## src/rtl/uart_pkg.sv

```systemverilog
// Shared definitions for the UART frame core: parity encodings, frame FSM
// states and oversampling constants used by both TX and RX.
package uart_pkg;

  localparam int OVERSAMPLE = 16;
  localparam int TICK_W     = $clog2(OVERSAMPLE);

  localparam logic [TICK_W-1:0] TICK_MID  = TICK_W'(OVERSAMPLE / 2 - 1);
  localparam logic [TICK_W-1:0] TICK_LAST = TICK_W'(OVERSAMPLE - 1);

  localparam logic [1:0] PAR_NONE = 2'b00;
  localparam logic [1:0] PAR_EVEN = 2'b01;
  localparam logic [1:0] PAR_ODD  = 2'b10;

  typedef enum logic [2:0] {
    ST_IDLE,
    ST_START,
    ST_DATA,
    ST_PARITY,
    ST_STOP1,
    ST_STOP2
  } frame_state_t;

  // Mode 11 is reserved and behaves as no parity.
  function automatic logic parity_enabled(input logic [1:0] mode);
    return (mode == PAR_EVEN) || (mode == PAR_ODD);
  endfunction

endpackage

```

## src/rtl/uart_rx_frame.sv

```systemverilog
// UART receiver: input synchroniser, 16x oversampled frame FSM with
// mid-bit sampling, parity/framing/break status.
module uart_rx_frame
  import uart_pkg::*;
#(
  parameter int DATA_BITS   = 8,
  parameter int SYNC_STAGES = 2
) (
  input  logic                 clock,
  input  logic                 reset,
  input  logic                 ce_16,
  input  logic [1:0]           par_mode,
  input  logic                 stop2,
  input  logic                 ser_in,
  output logic [DATA_BITS-1:0] rx_data,
  output logic                 new_rx_data,
  output logic                 parity_err,
  output logic                 frame_err,
  output logic                 rx_break
);

  localparam logic [3:0] BIT_LAST = 4'(DATA_BITS - 1);

  logic [SYNC_STAGES-1:0] sync_reg;
  logic                   rx_bit;
  frame_state_t           state_reg;
  logic [TICK_W-1:0]      tick_reg;
  logic [3:0]             bit_reg;
  logic [DATA_BITS-1:0]   shift_reg;
  logic                   par_acc_reg, zero_reg, stop1_bad_reg, brk_hold_reg;
  logic                   par_en_reg, odd_reg, two_stop_reg, armed_reg;
  logic                   fin, fin_ferr, fin_brk;

  assign rx_bit = sync_reg[SYNC_STAGES-1];

  always_comb begin
    fin      = ce_16 && (tick_reg == TICK_MID) &&
               (((state_reg == ST_STOP1) && !two_stop_reg) || (state_reg == ST_STOP2));
    fin_ferr = !rx_bit || ((state_reg == ST_STOP2) && stop1_bad_reg);
    fin_brk  = (state_reg == ST_STOP2) ? brk_hold_reg : (zero_reg && !rx_bit);
  end

  always_ff @(posedge clock or negedge reset) begin
    if (!reset) begin
      sync_reg      <= '1;
      state_reg     <= ST_IDLE;
      tick_reg      <= '0;
      bit_reg       <= '0;
      shift_reg     <= '0;
      par_acc_reg   <= 1'b0;
      zero_reg      <= 1'b0;
      stop1_bad_reg <= 1'b0;
      brk_hold_reg  <= 1'b0;
      par_en_reg    <= 1'b0;
      odd_reg       <= 1'b0;
      two_stop_reg  <= 1'b0;
      armed_reg     <= 1'b1;
      rx_data       <= '0;
      new_rx_data   <= 1'b0;
      parity_err    <= 1'b0;
      frame_err     <= 1'b0;
      rx_break      <= 1'b0;
    end else begin
      sync_reg    <= {sync_reg[SYNC_STAGES-2:0], ser_in};
      new_rx_data <= 1'b0;
      if (ce_16) begin
        if (state_reg == ST_IDLE) begin
          if (rx_bit) begin
            armed_reg <= 1'b1;
          end else if (armed_reg) begin
            // The detecting ce_16 is the first of the start bit.
            state_reg    <= ST_START;
            tick_reg     <= TICK_W'(1);
            bit_reg      <= '0;
            par_acc_reg  <= 1'b0;
            zero_reg     <= 1'b1;
            par_en_reg   <= parity_enabled(par_mode);
            odd_reg      <= (par_mode == PAR_ODD);
            two_stop_reg <= stop2;
          end
        end else begin
          tick_reg <= tick_reg + 1'b1;
          if (tick_reg == TICK_MID) begin
            case (state_reg)
              ST_START: if (rx_bit) state_reg <= ST_IDLE;
              ST_DATA: begin
                shift_reg   <= {rx_bit, shift_reg[DATA_BITS-1:1]};
                par_acc_reg <= par_acc_reg ^ rx_bit;
                zero_reg    <= zero_reg & ~rx_bit;
              end
              ST_PARITY: begin
                par_acc_reg <= par_acc_reg ^ rx_bit;
                zero_reg    <= zero_reg & ~rx_bit;
              end
              ST_STOP1: if (two_stop_reg) begin
                stop1_bad_reg <= !rx_bit;
                brk_hold_reg  <= zero_reg && !rx_bit;
              end
              default: ;
            endcase
          end else if (tick_reg == TICK_LAST) begin
            case (state_reg)
              ST_START: state_reg <= ST_DATA;
              ST_DATA: begin
                if (bit_reg == BIT_LAST) state_reg <= par_en_reg ? ST_PARITY : ST_STOP1;
                else                     bit_reg   <= bit_reg + 1'b1;
              end
              ST_PARITY: state_reg <= ST_STOP1;
              ST_STOP1:  state_reg <= ST_STOP2;
              default:   state_reg <= ST_IDLE;
            endcase
          end
        end
      end
      if (fin) begin
        state_reg   <= ST_IDLE;
        new_rx_data <= 1'b1;
        rx_data     <= shift_reg;
        parity_err  <= par_en_reg && (par_acc_reg ^ odd_reg);
        frame_err   <= fin_ferr;
        rx_break    <= fin_brk;
        armed_reg   <= !fin_ferr;
      end
    end
  end

endmodule

```

## src/rtl/uart_frame_core.sv

```systemverilog
// UART frame core: inline transmitter FSM plus the uart_rx_frame receiver,
// both paced by a shared 16x bit-rate clock enable.
module uart_frame_core
  import uart_pkg::*;
#(
  parameter int DATA_BITS   = 8,
  parameter int SYNC_STAGES = 2
) (
  input  logic                 clock,
  input  logic                 reset,
  input  logic                 ce_16,
  input  logic [1:0]           par_mode,
  input  logic                 stop2,
  input  logic                 ser_in,
  output logic                 ser_out,
  input  logic [DATA_BITS-1:0] tx_data,
  input  logic                 new_tx_data,
  output logic                 tx_busy,
  output logic [DATA_BITS-1:0] rx_data,
  output logic                 new_rx_data,
  output logic                 parity_err,
  output logic                 frame_err,
  output logic                 rx_break
);

  localparam logic [3:0] BIT_LAST = 4'(DATA_BITS - 1);

  frame_state_t         tx_state_reg;
  logic [TICK_W-1:0]    tx_tick_reg;
  logic [3:0]           tx_bit_reg;
  logic [DATA_BITS-1:0] tx_shift_reg;
  logic                 tx_par_bit_reg, tx_par_en_reg, tx_stop2_reg;

  always_ff @(posedge clock or negedge reset) begin
    if (!reset) begin
      tx_state_reg   <= ST_IDLE;
      tx_tick_reg    <= '0;
      tx_bit_reg     <= '0;
      tx_shift_reg   <= '0;
      tx_par_bit_reg <= 1'b0;
      tx_par_en_reg  <= 1'b0;
      tx_stop2_reg   <= 1'b0;
      ser_out        <= 1'b1;
      tx_busy        <= 1'b0;
    end else if (tx_state_reg == ST_IDLE) begin
      if (new_tx_data) begin
        tx_shift_reg   <= tx_data;
        tx_par_bit_reg <= (^tx_data) ^ (par_mode == PAR_ODD);
        tx_par_en_reg  <= parity_enabled(par_mode);
        tx_stop2_reg   <= stop2;
        tx_tick_reg    <= '0;
        tx_bit_reg     <= '0;
        ser_out        <= 1'b0;
        tx_busy        <= 1'b1;
        tx_state_reg   <= ST_START;
      end
    end else if (ce_16) begin
      tx_tick_reg <= tx_tick_reg + 1'b1;
      if (tx_tick_reg == TICK_LAST) begin
        case (tx_state_reg)
          ST_START: begin
            tx_state_reg <= ST_DATA;
            ser_out      <= tx_shift_reg[0];
          end
          ST_DATA: begin
            if (tx_bit_reg == BIT_LAST) begin
              tx_state_reg <= tx_par_en_reg ? ST_PARITY : ST_STOP1;
              ser_out      <= tx_par_en_reg ? tx_par_bit_reg : 1'b1;
            end else begin
              tx_bit_reg   <= tx_bit_reg + 1'b1;
              tx_shift_reg <= tx_shift_reg >> 1;
              ser_out      <= tx_shift_reg[1];
            end
          end
          ST_PARITY: begin
            tx_state_reg <= ST_STOP1;
            ser_out      <= 1'b1;
          end
          ST_STOP1: begin
            if (tx_stop2_reg) begin
              tx_state_reg <= ST_STOP2;
            end else begin
              tx_state_reg <= ST_IDLE;
              tx_busy      <= 1'b0;
            end
          end
          default: begin
            tx_state_reg <= ST_IDLE;
            tx_busy      <= 1'b0;
            ser_out      <= 1'b1;
          end
        endcase
      end
    end
  end

  uart_rx_frame #(
    .DATA_BITS  (DATA_BITS),
    .SYNC_STAGES(SYNC_STAGES)
  ) u_rx (
    .clock      (clock),
    .reset      (reset),
    .ce_16      (ce_16),
    .par_mode   (par_mode),
    .stop2      (stop2),
    .ser_in     (ser_in),
    .rx_data    (rx_data),
    .new_rx_data(new_rx_data),
    .parity_err (parity_err),
    .frame_err  (frame_err),
    .rx_break   (rx_break)
  );

endmodule

```

## config.mk

```make
export PLATFORM = sky130hd
export DESIGN_NAME = uart_frame_core
export DESIGN_NICKNAME = d
export VERILOG_FILES = /design/src/rtl/uart_pkg.sv /design/src/rtl/uart_rx_frame.sv /design/src/rtl/uart_frame_core.sv
export SDC_FILE = /design/constraint.sdc
export NUM_CORES = 1
export LEC_CHECK = 0
export ABC_AREA = 1
export BUFFER_PORTS_ARGS = -buffer_cell sky130_fd_sc_hd__buf_2
export CORE_UTILIZATION = 53
export DETAILED_ROUTE_END_ITERATION = 8
export PLACE_DENSITY = 0.85
export SYNTH_ARGS = -nofsm -noshare
export SYNTH_HDL_FRONTEND = slang
export SYNTH_SLANG_ARGS = --single-unit
```

## constraint.sdc

```tcl
create_clock -name clock -period 1.41 [get_ports clock]
set_input_delay 0.141 -clock clock [delete_from_list [all_inputs] [get_ports clock]]
set_output_delay 0.141 -clock clock [all_outputs]
set_load 0.02 [all_outputs]
```

==> qor_table.md <==
| Parameter | Value | Unit |
| --- | --- | --- |
| Clock Latency Late Sink | 0.34 | ns |
| Final antenna-violating net count | 0 | - |
| Net load switching power | 3178 | uW |
| Number of unique standard cell types used by synthesis | 37 | - |
| Met2 demand-to-capacity share in global routing | 0.4240 | - |
| Final Max Slew Viols | 0 | - |
| Synthesis-to-finish area growth | 26.45 | % |
| Routed Wire Length | 7637 | um |
| Category of the most critical setup path | register to register | - |
| Kind of end point of the critical path | register | - |
| Bufs on Longest Clock Path | 2 | - |
| Critical path launch point type | register | - |
| Actual transition at the worst max-transition pin | 0.3381 | ns |
| Sequential cell area | 0.001634 | mm2 |
| H-tree levels | 3 | - |
| Final #Nets | 514 | - |
| Part of the Yosys area used for sequential elements | 0.4844 | - |
| Placeable core region | 0.006026 | mm2 |
| Number of port buffers | 29 | - |
| Worst reg-to-reg setup slack | -0.05 | ns |
| Number of antenna violations at the first check in global routing | 0 | - |
| Achievable clock frequency | 686.1 | MHz |
| Maximum number of pins on one net before global-route repair | 66 | - |
| Number of placed cells counting well taps | 550 | - |
| Horizontal extent of the die | 81.72 | um |
| Largest fanout of any net on the critical path | 5 | - |
| Met3 global-route usage | 0.04222 | - |
| Count of maximum capacitance violations | 0 | - |
| Status | finished with violations | - |
| Final critical-path share of the clock period | 1.034 | - |
| Global placer's final weighted congestion | 0.9489 | - |
| First-pass iteration count of the detailed router | 5 | - |
| Clock root buffer master | clkbuf_8 | - |
| Switching fraction of total power | 0.3930 | - |
| Flip-flop and latch count after synthesis | 65 | - |
| Placed Instance Area | 0.003777 | mm2 |
| Maximum vdd ir drop | 859.2 | uV |
| Sink Count | 65 | - |
| TritonCTS buffer count | 9 | - |
| Worst Slack Setup Final | -0.04741 | ns |
| Post-DP HPWL | 5157 | um |
| Critical Path AT | 1.68 | ns |
| First-pass GRT wire length | 12220 | um |
| Leading cell type in the layout, fill and taps excluded | nand2_1 | - |
| Relative slew margins | 0.7746 | - |
| Data required time at the worst endpoint | 1.64 | ns |
| Chip height | 81.72 | um |
| Worst setup skew after layout | 0.008162 | ns |
| Met1 GRT Util | 0.2883 | - |
| Std-Cell Rows | 28 | - |
| Clock tree from TritonCTS | yes | - |
| Syn Area/Cell | 7.963 | um2 |
| Total number of vias | 2974 | - |
| Commonest cells after routing, fill and taps aside | 119 x nand2_1, 59 x dfrtp_1, 47 x inv_1, 35 x o21ai_0 | - |
| Global route total overflow | 0 | - |
| Area enclosed by the die boundary | 0.006678 | mm2 |
| Worst hold slack after final layout | 0.07568 | ns |
| Number of fill cells in the layout | 439 | - |
| Tightest Hold Check Type | input port to register | - |
| Vias in the first global route | 2844 | - |
| Cell Count, Final, Fillers Out | 573 | - |
| Count of flip-flops with a built-in enable after synthesis | 0 | - |
| Syn. warnings | 0 | - |
| Flip-flop cell with the highest count after synthesis | dfrtp_1 | - |
| Worst Setup Slack post-DPL | -0.1025 | ns |
| Number of vias per cell after detailed routing | 5.190 | - |
| Cell area after synthesis | 0.003368 | mm2 |
| Internal Dissipation | 4909 | uW |
| Final worst path period need | 1.457 | ns |
| Number of I/O pins | 30 | - |
| Area taken by multi-input logic gates | 0.001634 | mm2 |
| Leakage power total | 0.002190 | uW |
| DR WL/cell | 13.33 | um |
| Instance count of the mapped netlist | 423 | - |
| Proportion of power drawn by combinational gates | 0.428 | - |
| Finish-stage setup viols | 12 | - |
| Clock share of power | 0.218 | - |
| Starting density of the core | 0.5590 | - |
| Async set-or-reset flop fraction in the synthesized netlist | 1.000 | - |
| Violated checks | negative setup slack | - |
| Global routing usage summed across all routing layers | 0.2434 | - |
| Register share of total power | 0.354 | - |
| Setup repair after global routing missed its margin | true | - |
| Cell area power density | 1899 | mW/mm2 |
| DR DRC count | 0 | - |
| Final Hold Viols | 0 | - |
| Final sum of negative setup slack | -0.2994 | ns |
| Initial detailed-routing violation count | 190 | - |
| Number of diodes | 0 | - |
| Busiest grt layer | met2 | - |
| Clk pin slew, worst setup/hold paths | 0.07 | ns |
| Proportion of layout cells with a drive suffix above 1 | 0.2952 | - |
| Final non-filler cell area | 0.004259 | mm2 |
| Net count of the mapped netlist | 444 | - |
==> final cells by class <==
class,instances,share of cell area
multi-input combinational,294,0.3837
tap,75,0.02203
sequential,65,0.3837
timing repair buffer,65,0.1052
clock buffer,14,0.03819
clock inverter,2,0.01410
inverter,58,0.05317
==> worst max-delay path, cell delays in order, from the launching register on <==
cell      delay, ns
dfrtp_1        0.41
ha_1           0.21
nand3b_1       0.15
nor2_1         0.10
nor3_4         0.25
inv_2          0.10
nand2_2        0.09
o21ai_2        0.05
==> power by group through the flow <==
stage	Combinational, uW	Sequential, uW	Clock [uW]
2_1_floorplan	1900	2790	0
3_3_place_gp	2780	2780	0
3_5_place_dp	2910	2810	0
4_1_cts	3020	2800	1790
5_1_grt	3860	2920	1880
6_report	3460	2860	1760
==> synth_stat cells (4+ instances only) <==
master | number | area share
nand3_1 | 27 | 0.040
dfrtp_1 | 61 | 0.45
inv_1 | 52 | 0.058
nor2_1 | 30 | 0.033
o21ai_0 | 44 | 0.065
nand2_1 | 134 | 0.15
xor2_1 | 7 | 0.018
inv_2 | 5 | 0.0056
a21oi_1 | 8 | 0.012
nand4_1 | 4 | 0.0074
ha_1 | 5 | 0.019
dfstp_2 | 4 | 0.031
nand2_4 | 6 | 0.020
==> worst paths after layout <==
check | endpoint | depth (start not counted) | from
worst max-delay path | u_rx.bit_reg[0]$_DFFE_PN0P_ | 7 | u_rx.bit_reg[1]$_DFFE_PN0P_
max in group asynchronous | ser_out$_DFFE_PN1P_ | 3 | reset
worst max register to register | u_rx.bit_reg[0]$_DFFE_PN0P_ | 7 | u_rx.bit_reg[1]$_DFFE_PN0P_
min in group asynchronous | u_rx.rx_data[0]$_DFFE_PN0P_ | 3 | reset
worst min register to register | u_rx.sync_reg[1]$_DFF_PN1_ | 0 | u_rx.sync_reg[0]$_DFF_PN1_
worst min-delay path | tx_stop2_reg$_DFFE_PN0P_ | 3 | stop2
==> through the flow <==
stage          power (uW)  utilization
4_1_cts              7602       0.6748
5_1_grt              8649       0.7068
3_3_place_gp         5558       0.6269
6_report             8087       0.7068
2_1_floorplan        4694            -
3_5_place_dp         5714       0.6269
==> layer usage <==
| layer | vias to the layer above | wire, um |
|---|---|---|
| met5 | - | 0 |
| met4 | 0 | 228 |
| met3 | 19 | 323 |
| met2 | 86 | 3903 |
| met1 | 1391 | 3181 |
| li1 | 1478 | - |
==> logic make-up (layout without fill, tap and decap cells) <==
| group | count (synthesis) | count (layout) | share of synthesized area |
|---|---|---|---|
| flip-flops | 65 | 65 | 0.4844 |
| adder cells (fa/ha/maj) | 5 | 5 | 0.01857 |
| AND/OR/NAND/NOR | 218 | 218 | 0.2931 |
| AO/OA/AOI/OAI | 63 | 63 | 0.1003 |
| XOR/XNOR | 8 | 8 | 0.02080 |
| buffers and inverters | 64 | 139 | 0.08284 |
==> repair_timing <==
item	CTS	global route
resized for setup	12	56
buffers inserted	1	4
pin swaps	4	20
endpoints found under the setup margin	28	50
hold buffers	2	0
hold endpoints to repair	62	0
(Power assumes the default switching activity.)
